File: config.mk
export PLATFORM = sky130hd
export DESIGN_NAME = freq_signal_generator_flat
export DESIGN_NICKNAME = d
export VERILOG_FILES = /design/src/rtl/freq_signal_generator_pkg.sv /design/src/rtl/freq_signal_generator_if.sv /design/src/rtl/freq_signal_generator_target_decode.sv /design/src/rtl/freq_signal_generator.sv /design/src/flat_wrapper.sv
export SDC_FILE = /design/constraint.sdc
export NUM_CORES = 1
export LEC_CHECK = 0
export CORE_AREA = 2 2 107 109
export DETAILED_ROUTE_END_ITERATION = 8
export DIE_AREA = 0 0 109 111
export PLACE_DENSITY_LB_ADDON = 0.3
export SKIP_CTS_REPAIR_TIMING = 1
export SYNTH_ARGS = -nofsm -noshare
export SYNTH_HDL_FRONTEND = slang
export SYNTH_SLANG_ARGS = --single-unit
File: constraint.sdc
create_clock -name clk -period 10.7 [get_ports clk]
set_clock_uncertainty 0.1 [all_clocks]
set_input_delay 1.07 -clock clk [delete_from_list [all_inputs] [get_ports clk]]
set_output_delay 1.07 -clock clk [all_outputs]
set_load 0.01 [all_outputs]
File: src/rtl/freq_signal_generator_pkg.sv
`default_nettype none
// +------------------------------------------------------------------------+
// | freq_signal_generator_pkg                                              |
// | Shared constants and FSM encoding for the frequency signal generator.  |
// | Revision: 1.0                                                          |
// +------------------------------------------------------------------------+
package freq_signal_generator_pkg;

    // Shared with the frequency counter so both sides agree on window length.
    localparam int UPDATE_PERIOD_DEFAULT = 1200;
    localparam int MAX_COUNT_DEFAULT     = 99;

    localparam int BCD_DIGIT_W   = 4;
    localparam int BCD_DIGIT_MAX = 9;
    localparam int COUNT_W       = 7;
    localparam int TARGET_W      = 8;

    typedef enum logic [0:0] {
        STATE_IDLE = 1'b0,
        STATE_RUN  = 1'b1
    } state_t;

endpackage
`default_nettype wire

File: src/rtl/freq_signal_generator_if.sv
`default_nettype none
// +------------------------------------------------------------------------+
// | freq_signal_generator_if                                               |
// | Control/status bundle of the frequency signal generator.               |
// | Revision: 1.0                                                          |
// +------------------------------------------------------------------------+
interface freq_signal_generator_if #(
    parameter int BITS = 12
);
    logic              enable;
    logic [7:0]        target;
    logic              target_load;
    logic [BITS-1:0]   period;
    logic              period_load;
    logic              signal;
    logic              window_start;
    logic              load_pending;
    logic [6:0]        active_count;

    modport master (
        output enable, target, target_load, period, period_load,
        input  signal, window_start, load_pending, active_count
    );

    modport slave (
        input  enable, target, target_load, period, period_load,
        output signal, window_start, load_pending, active_count
    );
endinterface
`default_nettype wire

File: src/rtl/freq_signal_generator_target_decode.sv
`default_nettype none
// +------------------------------------------------------------------------+
// | freq_signal_generator_target_decode                                    |
// | Decodes the requested target (BCD when FREQ_GEN_BCD_TARGET_EN is       |
// | defined, binary otherwise) and clamps it to MAX_COUNT and L>>1.        |
// | Revision: 1.0                                                          |
// +------------------------------------------------------------------------+
module freq_signal_generator_target_decode
    import freq_signal_generator_pkg::*;
#(
    parameter int BITS      = 12,
    parameter int MAX_COUNT = MAX_COUNT_DEFAULT
) (
    input  wire logic [TARGET_W-1:0] target,
    input  wire logic [BITS-1:0]     period,
    output logic      [COUNT_W-1:0]  active_count
);

    logic [COUNT_W-1:0] w_decoded;
    logic [COUNT_W-1:0] w_capped;
    logic [BITS:0]      w_half_len;

`ifdef FREQ_GEN_BCD_TARGET_EN
    logic [BCD_DIGIT_W-1:0] w_tens;
    logic [BCD_DIGIT_W-1:0] w_units;

    always_comb begin
        w_tens  = (target[7:4] > BCD_DIGIT_W'(BCD_DIGIT_MAX)) ? BCD_DIGIT_W'(BCD_DIGIT_MAX) : target[7:4];
        w_units = (target[3:0] > BCD_DIGIT_W'(BCD_DIGIT_MAX)) ? BCD_DIGIT_W'(BCD_DIGIT_MAX) : target[3:0];
        w_decoded = COUNT_W'(w_tens) * COUNT_W'(10) + COUNT_W'(w_units);
    end
`else
    logic unused_target_msb;

    assign unused_target_msb = target[7];
    assign w_decoded         = target[6:0];
`endif

    // L>>1 bound keeps 2*count <= L, so the accumulator toggles at most once per clock.
    always_comb begin
        w_half_len = ({1'b0, period} + (BITS+1)'(1)) >> 1;
        w_capped   = (w_decoded > COUNT_W'(MAX_COUNT)) ? COUNT_W'(MAX_COUNT) : w_decoded;
        if ({{(BITS-COUNT_W+1){1'b0}}, w_capped} > w_half_len) begin
            active_count = COUNT_W'(w_half_len);
        end else begin
            active_count = w_capped;
        end
    end

endmodule
`default_nettype wire

File: src/rtl/freq_signal_generator.sv
`default_nettype none
// +------------------------------------------------------------------------+
// | freq_signal_generator                                                  |
// | Emits exactly N rising edges per window of update_period+1 clocks      |
// | using a Bresenham accumulator. Option: FREQ_GEN_BCD_TARGET_EN.         |
// | Revision: 1.0                                                          |
// +------------------------------------------------------------------------+
module freq_signal_generator
    import freq_signal_generator_pkg::*;
#(
    parameter int BITS          = 12,
    parameter int UPDATE_PERIOD = UPDATE_PERIOD_DEFAULT,
    parameter int MAX_COUNT     = MAX_COUNT_DEFAULT
) (
    input  wire logic              clk,
    input  wire logic              reset,
    freq_signal_generator_if.slave bus
);

    state_t                state_q,         state_d;
    logic [BITS-1:0]       win_cnt_q,       win_cnt_d;
    logic [BITS:0]         acc_q,           acc_d;
    logic                  signal_q,        signal_d;
    logic                  window_start_q,  window_start_d;
    logic                  load_pending_q,  load_pending_d;
    logic [COUNT_W-1:0]    active_count_q,  active_count_d;
    logic [BITS-1:0]       update_period_q, update_period_d;
    logic [TARGET_W-1:0]   pend_target_q,   pend_target_d;
    logic [BITS-1:0]       pend_period_q,   pend_period_d;

    logic [TARGET_W-1:0]   w_commit_target;
    logic [BITS-1:0]       w_commit_period;
    logic [COUNT_W-1:0]    w_decoded_count;
    logic [BITS:0]         w_period_len;
    logic [BITS:0]         w_sum;
    logic                  w_boundary;

    // A strobe on the boundary cycle itself must land in the window that starts next.
    assign w_commit_target = bus.target_load ? bus.target : pend_target_q;
    assign w_commit_period = bus.period_load ? bus.period : pend_period_q;

    freq_signal_generator_target_decode #(
        .BITS      (BITS),
        .MAX_COUNT (MAX_COUNT)
    ) u_target_decode (
        .target       (w_commit_target),
        .period       (w_commit_period),
        .active_count (w_decoded_count)
    );

    assign w_period_len = {1'b0, update_period_q} + (BITS+1)'(1);
    assign w_sum        = acc_q + {{(BITS-COUNT_W){1'b0}}, active_count_q, 1'b0};

    always_comb begin
        state_d         = state_q;
        win_cnt_d       = win_cnt_q;
        acc_d           = acc_q;
        signal_d        = signal_q;
        window_start_d  = 1'b0;
        active_count_d  = active_count_q;
        update_period_d = update_period_q;
        pend_target_d   = w_commit_target;
        pend_period_d   = w_commit_period;
        load_pending_d  = load_pending_q | bus.target_load | bus.period_load;
        w_boundary      = 1'b0;

        case (state_q)
            STATE_IDLE: begin
                win_cnt_d = '0;
                acc_d     = '0;
                signal_d  = 1'b0;
                if (bus.enable) begin
                    state_d    = STATE_RUN;
                    w_boundary = 1'b1;
                end
            end
            STATE_RUN: begin
                if (!bus.enable) begin
                    state_d   = STATE_IDLE;
                    win_cnt_d = '0;
                    acc_d     = '0;
                    signal_d  = 1'b0;
                end else if (win_cnt_q == update_period_q) begin
                    w_boundary = 1'b1;
                end else begin
                    win_cnt_d = win_cnt_q + BITS'(1);
                    if (w_sum >= w_period_len) begin
                        acc_d    = w_sum - w_period_len;
                        signal_d = ~signal_q;
                    end else begin
                        acc_d = w_sum;
                    end
                end
            end
            default: begin
                state_d = STATE_IDLE;
            end
        endcase

        if (w_boundary) begin
            win_cnt_d       = '0;
            acc_d           = '0;
            signal_d        = 1'b0;
            window_start_d  = 1'b1;
            update_period_d = w_commit_period;
            active_count_d  = w_decoded_count;
            load_pending_d  = 1'b0;
        end
    end

    always_ff @(posedge clk) begin
        if (reset) begin
            state_q         <= STATE_IDLE;
            win_cnt_q       <= '0;
            acc_q           <= '0;
            signal_q        <= 1'b0;
            window_start_q  <= 1'b0;
            load_pending_q  <= 1'b0;
            active_count_q  <= '0;
            update_period_q <= BITS'(UPDATE_PERIOD);
            pend_target_q   <= '0;
            pend_period_q   <= BITS'(UPDATE_PERIOD);
        end else begin
            state_q         <= state_d;
            win_cnt_q       <= win_cnt_d;
            acc_q           <= acc_d;
            signal_q        <= signal_d;
            window_start_q  <= window_start_d;
            load_pending_q  <= load_pending_d;
            active_count_q  <= active_count_d;
            update_period_q <= update_period_d;
            pend_target_q   <= pend_target_d;
            pend_period_q   <= pend_period_d;
        end
    end

    assign bus.signal       = signal_q;
    assign bus.window_start = window_start_q;
    assign bus.load_pending = load_pending_q;
    assign bus.active_count = active_count_q;

endmodule
`default_nettype wire

File: src/flat_wrapper.sv
// flat-port wrapper written by rule: the top's interface ports become plain ports
module freq_signal_generator_flat import freq_signal_generator_pkg::*;
#(
    parameter int BITS          = 12,
    parameter int UPDATE_PERIOD = UPDATE_PERIOD_DEFAULT,
    parameter int MAX_COUNT     = MAX_COUNT_DEFAULT
)
  (clk, reset, bus_enable, bus_target, bus_target_load, bus_period, bus_period_load, bus_signal, bus_window_start, bus_load_pending, bus_active_count);
  freq_signal_generator_if #(.BITS(BITS)) bus_i ();
  input  wire logic clk;
  input  wire logic reset;
  input wire logic [$bits(bus_i.enable)-1:0] bus_enable;
  input wire logic [$bits(bus_i.target)-1:0] bus_target;
  input wire logic [$bits(bus_i.target_load)-1:0] bus_target_load;
  input wire logic [$bits(bus_i.period)-1:0] bus_period;
  input wire logic [$bits(bus_i.period_load)-1:0] bus_period_load;
  output wire logic [$bits(bus_i.signal)-1:0] bus_signal;
  output wire logic [$bits(bus_i.window_start)-1:0] bus_window_start;
  output wire logic [$bits(bus_i.load_pending)-1:0] bus_load_pending;
  output wire logic [$bits(bus_i.active_count)-1:0] bus_active_count;
  assign bus_i.enable = bus_enable;
  assign bus_i.target = bus_target;
  assign bus_i.target_load = bus_target_load;
  assign bus_i.period = bus_period;
  assign bus_i.period_load = bus_period_load;
  assign bus_signal = bus_i.signal;
  assign bus_window_start = bus_i.window_start;
  assign bus_load_pending = bus_i.load_pending;
  assign bus_active_count = bus_i.active_count;
  freq_signal_generator #(.BITS(BITS), .UPDATE_PERIOD(UPDATE_PERIOD), .MAX_COUNT(MAX_COUNT)) u_core (.clk(clk), .reset(reset), .bus(bus_i));
endmodule
==> results of run 1 <==
-- registers in the layout, indices dropped and copies added (netlist names) --
register / count
u_core.pend_period_q: 12
u_core.pend_target_q: 7
u_core.update_period_q: 12
u_core.win_cnt_q: 12
u_core.bus.load_pending: 1
u_core.bus.active_count: 7
u_core.acc_q: 13
u_core.bus.signal: 1
u_core.bus.window_start: 1
u_core.state_q: 1
-- metal layers --
| metal | routed length [um] | vias to the layer above | GRT usage (%) |
|---|---|---|---|
| li1 | - | 1849 | - |
| met1 | 4634 | 1678 | 22.39 |
| met2 | 4709 | 53 | 28.53 |
| met3 | 320 | 14 | 3.057 |
| met4 | 179 | 0 | 6.838 |
| met5 | 0 | - | 0 |
-- kinds of logic after synthesis --
group,Yosys count,share of synthesized area [%]
XOR/XNOR,55,11.22
buffers and inverters,43,4.516
multiplexers,29,6.876
AND/OR/NAND/NOR,194,23.05
adder cells (fa/ha/maj),32,9.674
AO/OA/AOI/OAI,86,13.43
flip-flops,67,31.24
-- cell usage after synthesis (2+ instances only) --
cell type | number | area, um2
sky130_fd_sc_hd__and3_1 | 5 | 31.28
sky130_fd_sc_hd__buf_1 | 3 | 11.26
sky130_fd_sc_hd__clkbuf_1 | 14 | 52.55
sky130_fd_sc_hd__a31oi_1 | 2 | 12.51
sky130_fd_sc_hd__o32ai_1 | 2 | 17.52
sky130_fd_sc_hd__nor3b_1 | 3 | 22.52
sky130_fd_sc_hd__a21oi_1 | 24 | 120.1
sky130_fd_sc_hd__ha_1 | 30 | 375.4
sky130_fd_sc_hd__a21o_1 | 5 | 37.54
sky130_fd_sc_hd__a211oi_1 | 11 | 82.58
sky130_fd_sc_hd__xor2_1 | 31 | 271.5
sky130_fd_sc_hd__nor4_1 | 6 | 37.54
sky130_fd_sc_hd__nand3_1 | 21 | 105.1
sky130_fd_sc_hd__nand2b_1 | 3 | 18.77
sky130_fd_sc_hd__fa_1 | 2 | 40.04
sky130_fd_sc_hd__and4_1 | 2 | 17.52
sky130_fd_sc_hd__nand4b_1 | 6 | 52.55
sky130_fd_sc_hd__inv_1 | 22 | 82.58
sky130_fd_sc_hd__nor2_1 | 63 | 236.5
sky130_fd_sc_hd__nor2b_1 | 6 | 37.54
sky130_fd_sc_hd__mux2i_1 | 27 | 270.3
sky130_fd_sc_hd__nand2_1 | 43 | 161.4
sky130_fd_sc_hd__nor3_1 | 12 | 60.06
sky130_fd_sc_hd__nand3b_1 | 2 | 15.01
sky130_fd_sc_hd__nand4_1 | 9 | 56.30
sky130_fd_sc_hd__or3_1 | 2 | 12.51
sky130_fd_sc_hd__o311ai_0 | 3 | 26.28
sky130_fd_sc_hd__a311o_1 | 3 | 30.03
sky130_fd_sc_hd__buf_6 | 2 | 22.52
sky130_fd_sc_hd__dfxtp_1 | 67 | 1341
sky130_fd_sc_hd__o21ai_0 | 19 | 95.09
sky130_fd_sc_hd__o21a_1 | 4 | 30.03
sky130_fd_sc_hd__xnor2_1 | 24 | 210.2
-- power by group --
part | internal [W] | total, W | switching [W]
Sequential | 0.000259 | 0.000270 | 0.0000109
Clock | 0.000234 | 0.000352 | 0.000118
Combinational | 0.0000475 | 0.000104 | 0.0000562
-- stage by stage --
stage / setup WS, ns / hold slack (ns) / cell area [um2] / util (%)
floorplan: 6.141 / 0.3319 / 4294 / -
global placement: 5.349 / 0.3400 / 4715 / 42.56
detailed placement: 5.310 / 0.3474 / 4715 / 42.56
CTS: 5.669 / 0.3559 / 5065 / 45.72
global route: 5.243 / 0.4076 / 5065 / 45.72
finish: 5.628 / 0.3566 / 5065 / 45.72
-- worst max-delay path, stage by stage --
cell and delay [ns]:
sky130_fd_sc_hd__clkdlybuf4s50_1 0.45, sky130_fd_sc_hd__buf_4 0.31, sky130_fd_sc_hd__mux2i_1 0.39, sky130_fd_sc_hd__inv_1 0.08, sky130_fd_sc_hd__ha_1 0.25, sky130_fd_sc_hd__nand4b_1 0.11, sky130_fd_sc_hd__nand2_1 0.12, sky130_fd_sc_hd__and2_1 0.18
sky130_fd_sc_hd__xor2_1 0.17, sky130_fd_sc_hd__ha_1 0.35, sky130_fd_sc_hd__and4_1 0.23, sky130_fd_sc_hd__o21ai_0 0.09, sky130_fd_sc_hd__a31oi_1 0.15, sky130_fd_sc_hd__o21ai_0 0.13, sky130_fd_sc_hd__a211oi_2 0.67, sky130_fd_sc_hd__nor4_1 0.12
sky130_fd_sc_hd__a311o_1 0.33
-- worst paths after layout --
kind / slack (ns) / end / startpoint
worst max-delay path: 5.63 / u_core.bus.active_count[2] / bus_period_load
worst min-delay path: 0.36 / u_core.acc_q[0] / u_core.acc_q[0]
worst max register to register: 6.18 / u_core.acc_q[10] / u_core.bus.active_count[0]
worst min register to register: 0.36 / u_core.acc_q[0] / u_core.acc_q[0]
-- layout make-up --
type	instances	share of cell area, %
Tap cell	143	3.533
Clock buffer	10	4.718
Clock inverter	6	2.199
Inverter	22	1.630
Multi-Input combinational cell	396	54.47
Timing Repair Buffer	36	6.966
Sequential cell	67	26.48
==> impl.org, run 1 <==
** Outcome
- Status :: completed

** Timing
- The hold violation total from the final report was 0.
- The final-report max-slew violation count is 0.
- Setup TNS after final layout :: 0 ns
- Setup violations remaining at the end of the flow were counted as 0.
- Setup repair after global routing left no endpoint under its margin.
- After layout, the minimum clock period comes to 5.072 ns.
- Post-route fraction of the period consumed by the critical path :: 47.40%
- Pin slew with the least headroom to its limit :: 1.048 ns
- Max-slew headroom :: 29.95%
- For this run, the top clock speed supported by timing is 0.1972 GHz.

** Floorplanning
- Number of ports placed on the die boundary :: 35
- Starting density of the core :: 38.77%
- Row count :: 39
- Vertical die dimension :: 111 um
- Core region area :: 0.01108 mm2
- Chip Width :: 109 um
- Area of the die :: 0.01210 mm2

** Detailed routing
- Via count :: 3,594
- Using the TritonRoute via totals, the vias-per-cell ratio works out to 5.285.
- DRC violations left :: 0
- Detailed router's first-iteration violation count :: 141
- For this run, the detailed router's first-pass iteration total came to 4.
- Average detailed-routed wire length per instance :: 14.48 um
- The routed design has 9844 um of wire.
- The count of nets left with antenna violations once routing finished came out at 0.

** Yosys
- The number of different library cells used by synthesis comes to 61.
- Gate count of the mapped netlist :: 506
- Among all flip-flop cells after synthesis, the most frequent one is sky130_fd_sc_hd__dfxtp_1.
- After synthesis the netlist holds a flip-flop and latch count of 67.
- A synthesized cell averages 8.486 um2.
- The number of nets in the synthesized netlist is 563.
- The synthesized netlist occupies a cell area of 0.004294 mm2.
- Of the synthesized area, sequential elements account for 31.24%.
- Of all flip-flops after synthesis, the portion carrying an async set or reset was 0%.
- Number of enable-type register cells in the synthesized netlist :: 0
- Yosys synthesis warning count :: 0

** Finish
- In the final design database the tool counted 589 nets.
- Ratio of cells with drive above 1 in the final layout :: 5.773%
- The finished layout holds 680 standard cells, fillers aside.
- The multi-input combinational cells in the finished layout cover a total of 0.002759 mm2.
- The library cells used most frequently in the layout, excluding fill and tap cells, are sky130_fd_sc_hd__dfxtp_1, sky130_fd_sc_hd__nor2_1, sky130_fd_sc_hd__nand2_1.
- Fill cell total of the finished layout :: 1,077
- Register area :: 0.001341 mm2
- Relative to the synthesized area, the layout overhead comes to 17.95%.
- Antenna diode count :: 0
- Leading cell type in the layout, fill and taps excluded :: sky130_fd_sc_hd__dfxtp_1

** Clock tree
- CTS tree :: built
- Root cell of the clock tree :: sky130_fd_sc_hd__clkbuf_16
- No sink is reached through more buffers than the 2 on the longest clock path.
- Register clock-pin slew on the reported worst setup and hold paths :: 0.06 ns
- The clock drives 67 sinks.
- Latest clock arrival within the worst-skew pair :: 0.34 ns
- The number of clock buffers added by TritonCTS is 9.
- CTS H-Tree Depth :: 3

** GRT
- Initial antenna violation count :: 0
- For this run, the total global-route usage over all layers was measured as 17.39%.
- Total grt overflow :: 0
- Entering global routing, the biggest net connects 34 pins.
- Number of global-route vias before repair :: 3,564
- First-pass GRT wire length :: 16,880 um

** Critical path
- Worst-path maximum fanout :: 27
- Data arrives at the worst endpoint at 5.20 ns.
- Required time of the worst setup path :: 10.82 ns
- Critical path launch point type :: input pin
- Critical Path End Type :: register
- The worst register-to-register path has a depth of 15.
- The setup path with the least slack is of type input pin to register.

** Hold path
- Hold Crit Depth :: 2
- HP Class :: register to register

** Power
- Max rail drop VDD :: 74.79 uV
- Static Leak :: 2.172 nW
- The completed layout was analyzed and its total power is 0.0007261 W.
- Dividing total power by cell area gives a power density of 143.4 mW/mm2.

** Placed design
- Number of cells in the design after placement :: 664
- Global placement routability congestion :: 0.8662
- Detailed placement finished with a half-perimeter wire length of 7411 um.
- Buffers placed on the I/O ports in this run total 33.

** Run
- Number of max-cap violations :: 0
Power figures use the tool's default switching activity.
==> run 2, diff against run 1 <==
==> constraint.sdc (replaced) <==
create_clock -name clk -period 4.85 [get_ports clk]
set_clock_uncertainty 0.1 [all_clocks]
set_input_delay 0.485 -clock clk [delete_from_list [all_inputs] [get_ports clk]]
set_output_delay 0.485 -clock clk [all_outputs]
set_load 0.01 [all_outputs]
==> impl.org, run 2 (synthesized netlist as in run 1, its figures left out) <==
** Finish
- After routing the design area is 0.005025 mm2.
- In the layout the commonest cells are sky130_fd_sc_hd__dfxtp_1, sky130_fd_sc_hd__nor2_1, sky130_fd_sc_hd__nand2_1.
- In the final layout, the share of cells above drive strength 1 is 5.576%.
- The filler cells instantiated in the layout total 1,077.
- The multi-input combinational cells in the finished layout cover a total of 0.002759 mm2.
- The register with the most flip-flops in the layout has 13 of them.
- The area growth from synthesis to layout is 17.02%.
- Nets@finish :: 591
- Leading cell type in the layout, fill and taps excluded :: sky130_fd_sc_hd__dfxtp_1
- Top reg by flops :: u_core.acc_q
- Register area :: 0.001341 mm2
- 0 antenna diodes ended up in the layout.

** Detailed routing
- DRC violations left :: 0
- The count of nets left with antenna violations once routing finished came out at 0.
- Via count :: 3,621
- The first detailed-routing pass took 4 iterations.
- The final layout contains routed wiring with a total length of 9681 um.
- After detailed routing, the average wire length per cell comes to 14.22 um.
- Detailed router's first-iteration violation count :: 145
- Vias per cell :: 5.317

** GRT
- First-pass GRT wire length :: 16,420 um
- Met1 track demand over resource :: 22.59%
- Met3 demand-to-capacity share in global routing :: 2.704%
- The initial antenna violation count is 0.
- Global routing used 16.96% of the available tracks.
- Entering global routing, the biggest net connects 34 pins.
- The total overflow left after global routing is 0.
- Global routing consumed, on the met2 layer, 26.50% of the routing resources.
- The number of global-route vias before repair is 3,462.
- Top Usage Layer GRT :: met2

** Placed design
- Port buffering added 33 buffers.
- Global placement routability congestion :: 0.8392
- Summed over all nets, the half-perimeter wirelength after detailed placement is 7252 um.
- In this run the cell area measured after placement is 0.004730 mm2.
- Pre-CTS worst setup slack :: 0.3740 ns

** Hold path
- HP Class :: register to register

** Clock tree
- At the later pin of the worst-skew pair, clock insertion delay measures 0.33 ns.
- Root cell of the clock tree :: sky130_fd_sc_hd__clkbuf_16
- Counting the buffers created by CTS gives 9.
- Clock tree synthesis found a total of 67 sinks.
- CTS tree :: built
- Counting along the longest clock path gives a buffer depth of 2.
- In this run the number of H-tree levels came out at 3.
- After clock tree synthesis, the clock-pin slew on the worst setup and hold paths is 0.05 ns.

** Floorplanning
- Area of the die :: 0.01210 mm2
- The floorplan has 39 rows.
- Measured along the y axis, the die boundary spans 111 um.
- Once the floorplan was initialized, standard cells occupied 38.77% of the core.
- Number of ports placed on the die boundary :: 35
- Core region area :: 0.01108 mm2
- From left edge to right edge, the die measures 109 um.

** Timing
- Setup repair after global routing left no endpoint under its margin.
- At the pin with the least slew margin, the transition time is 1.091 ns.
- In the finished design, the share of the clock period the worst path needs comes to 91.53%.
- Slack of the critical path :: 0.4108 ns
- Final Hold Vio Count :: 0
- Upper clock frequency limit :: 0.2253 GHz
- Headroom to the max-slew limit came out at 27.04%.
- Final slew viol count :: 0
- Setup TNS after final layout :: 0 ns
- Setup Viol. Count Final :: 0
- Post-layout minimum cycle time :: 4.439 ns

** Critical path
- STA classifies the critical path endpoint as a register.
- The most critical setup path has its startpoint at u_core.bus.active_count[0].
- Required time of the worst setup path :: 4.92 ns
- Worst-path maximum fanout :: 10
- The critical path ends at u_core.acc_q[8].
- Number of cell instances on the worst register-to-register path :: 15
- For this run, the slowest stage of the critical path takes 0.83 ns.
- For flop-to-flop paths, the worst setup slack is 0.41 ns.
- The worst register-to-register path begins at u_core.bus.active_count[0].
- Arrival time at the worst endpoint :: 4.51 ns
- The worst setup path is of the register to register kind.
- Terminus of the critical flop-to-flop path :: u_core.acc_q[8]
- For this design, the slowest cell found on the critical path is sky130_fd_sc_hd__a221oi_2.
- STA classifies the critical path startpoint as a register.
- Critical path cell sequence :: ha_1 > fa_1 > a21o_1 > a21oi_1 > o211ai_1 > xor2_1 > ha_1 > nand3_1 > nor2_1 > a21oi_1 > o21ai_0 > a221oi_2 > buf_4 > mux2i_1 > nor2_1

** Run
- Number of max-cap violations :: 0

** Power
- Max rail drop VDD :: 167.4 uV
- The analysis attributes to cell leakage a power of 2.159 nW.
- Power per unit of standard cell area :: 295.0 mW/mm2

** Outcome
- Status :: completed
## run 2: cell types whose count changed in the layout (fill, tap and decap cells not counted)
cell                         before  now
sky130_fd_sc_hd__buf_4            3    5
sky130_fd_sc_hd__bufinv_16        3    1
sky130_fd_sc_hd__clkbuf_1         0    2
sky130_fd_sc_hd__clkbuf_8         1    2
sky130_fd_sc_hd__clkinvlp_4       1    0
sky130_fd_sc_hd__inv_6            1    0
## run 2: final cells by class
| class | instances | area share (%) |
|---|---|---|
| clock buffer | 13 | 5.179 |
| multi-input combinational | 396 | 54.91 |
| tap | 143 | 3.561 |
| timing repair buffer | 38 | 7.321 |
| clock inverter | 2 | 0.6972 |
| inverter | 22 | 1.643 |
| sequential | 67 | 26.69 |
## run 2: per-stage QoR
step | std cells | util, % | hold slack (ns) | power, W
final | 681 | 45.36 | 0.3752 | 0.001482
after global routing | 681 | 45.36 | 0.4156 | 0.001556
after CTS | 681 | 45.36 | 0.3774 | 0.001496
after detailed placement | 666 | 42.70 | 0.3720 | 0.0008336
after global placement | 666 | 42.70 | 0.3413 | 0.0008286
after floorplan | 506 | - | 0.3319 | 0.0007625
## run 2: how the worst min path moves through the flow
stage                          from               to  slack, ns  cells after the start
CTS                 u_core.acc_q[0]  u_core.acc_q[0]       0.38                      2
global route        u_core.acc_q[0]  u_core.acc_q[0]       0.42                      2
floorplan           u_core.acc_q[0]  u_core.acc_q[0]       0.33                      2
finish              u_core.acc_q[0]  u_core.acc_q[0]       0.38                      2
global placement    u_core.acc_q[0]  u_core.acc_q[0]       0.34                      2
detailed placement  u_core.acc_q[0]  u_core.acc_q[0]       0.37                      2
## run 2: layer usage
metal	part of all wire [%]	vias to the layer above
met4	2.6	0
met2	46	57
met3	2.9	22
met1	48	1693
li1	-	1849
met5	0	-
## run 2: worst max-delay path, delay by kind of cell (launching register included)
kind | cells | cell delay (ns)
AO/OA/AOI/OAI | 6 | 1.88
adder cells (fa/ha/maj) | 3 | 1.01
buffers and inverters | 1 | 0.32
flip-flops | 1 | 0.32
multiplexers | 1 | 0.19
XOR/XNOR | 1 | 0.18
AND/OR/NAND/NOR | 3 | 0.26
## run 2: power breakdown
part	switching [W]	internal [W]
logic	0.000123	0.000105
registers	0.0000236	0.000573
clock network	0.000235	0.000423
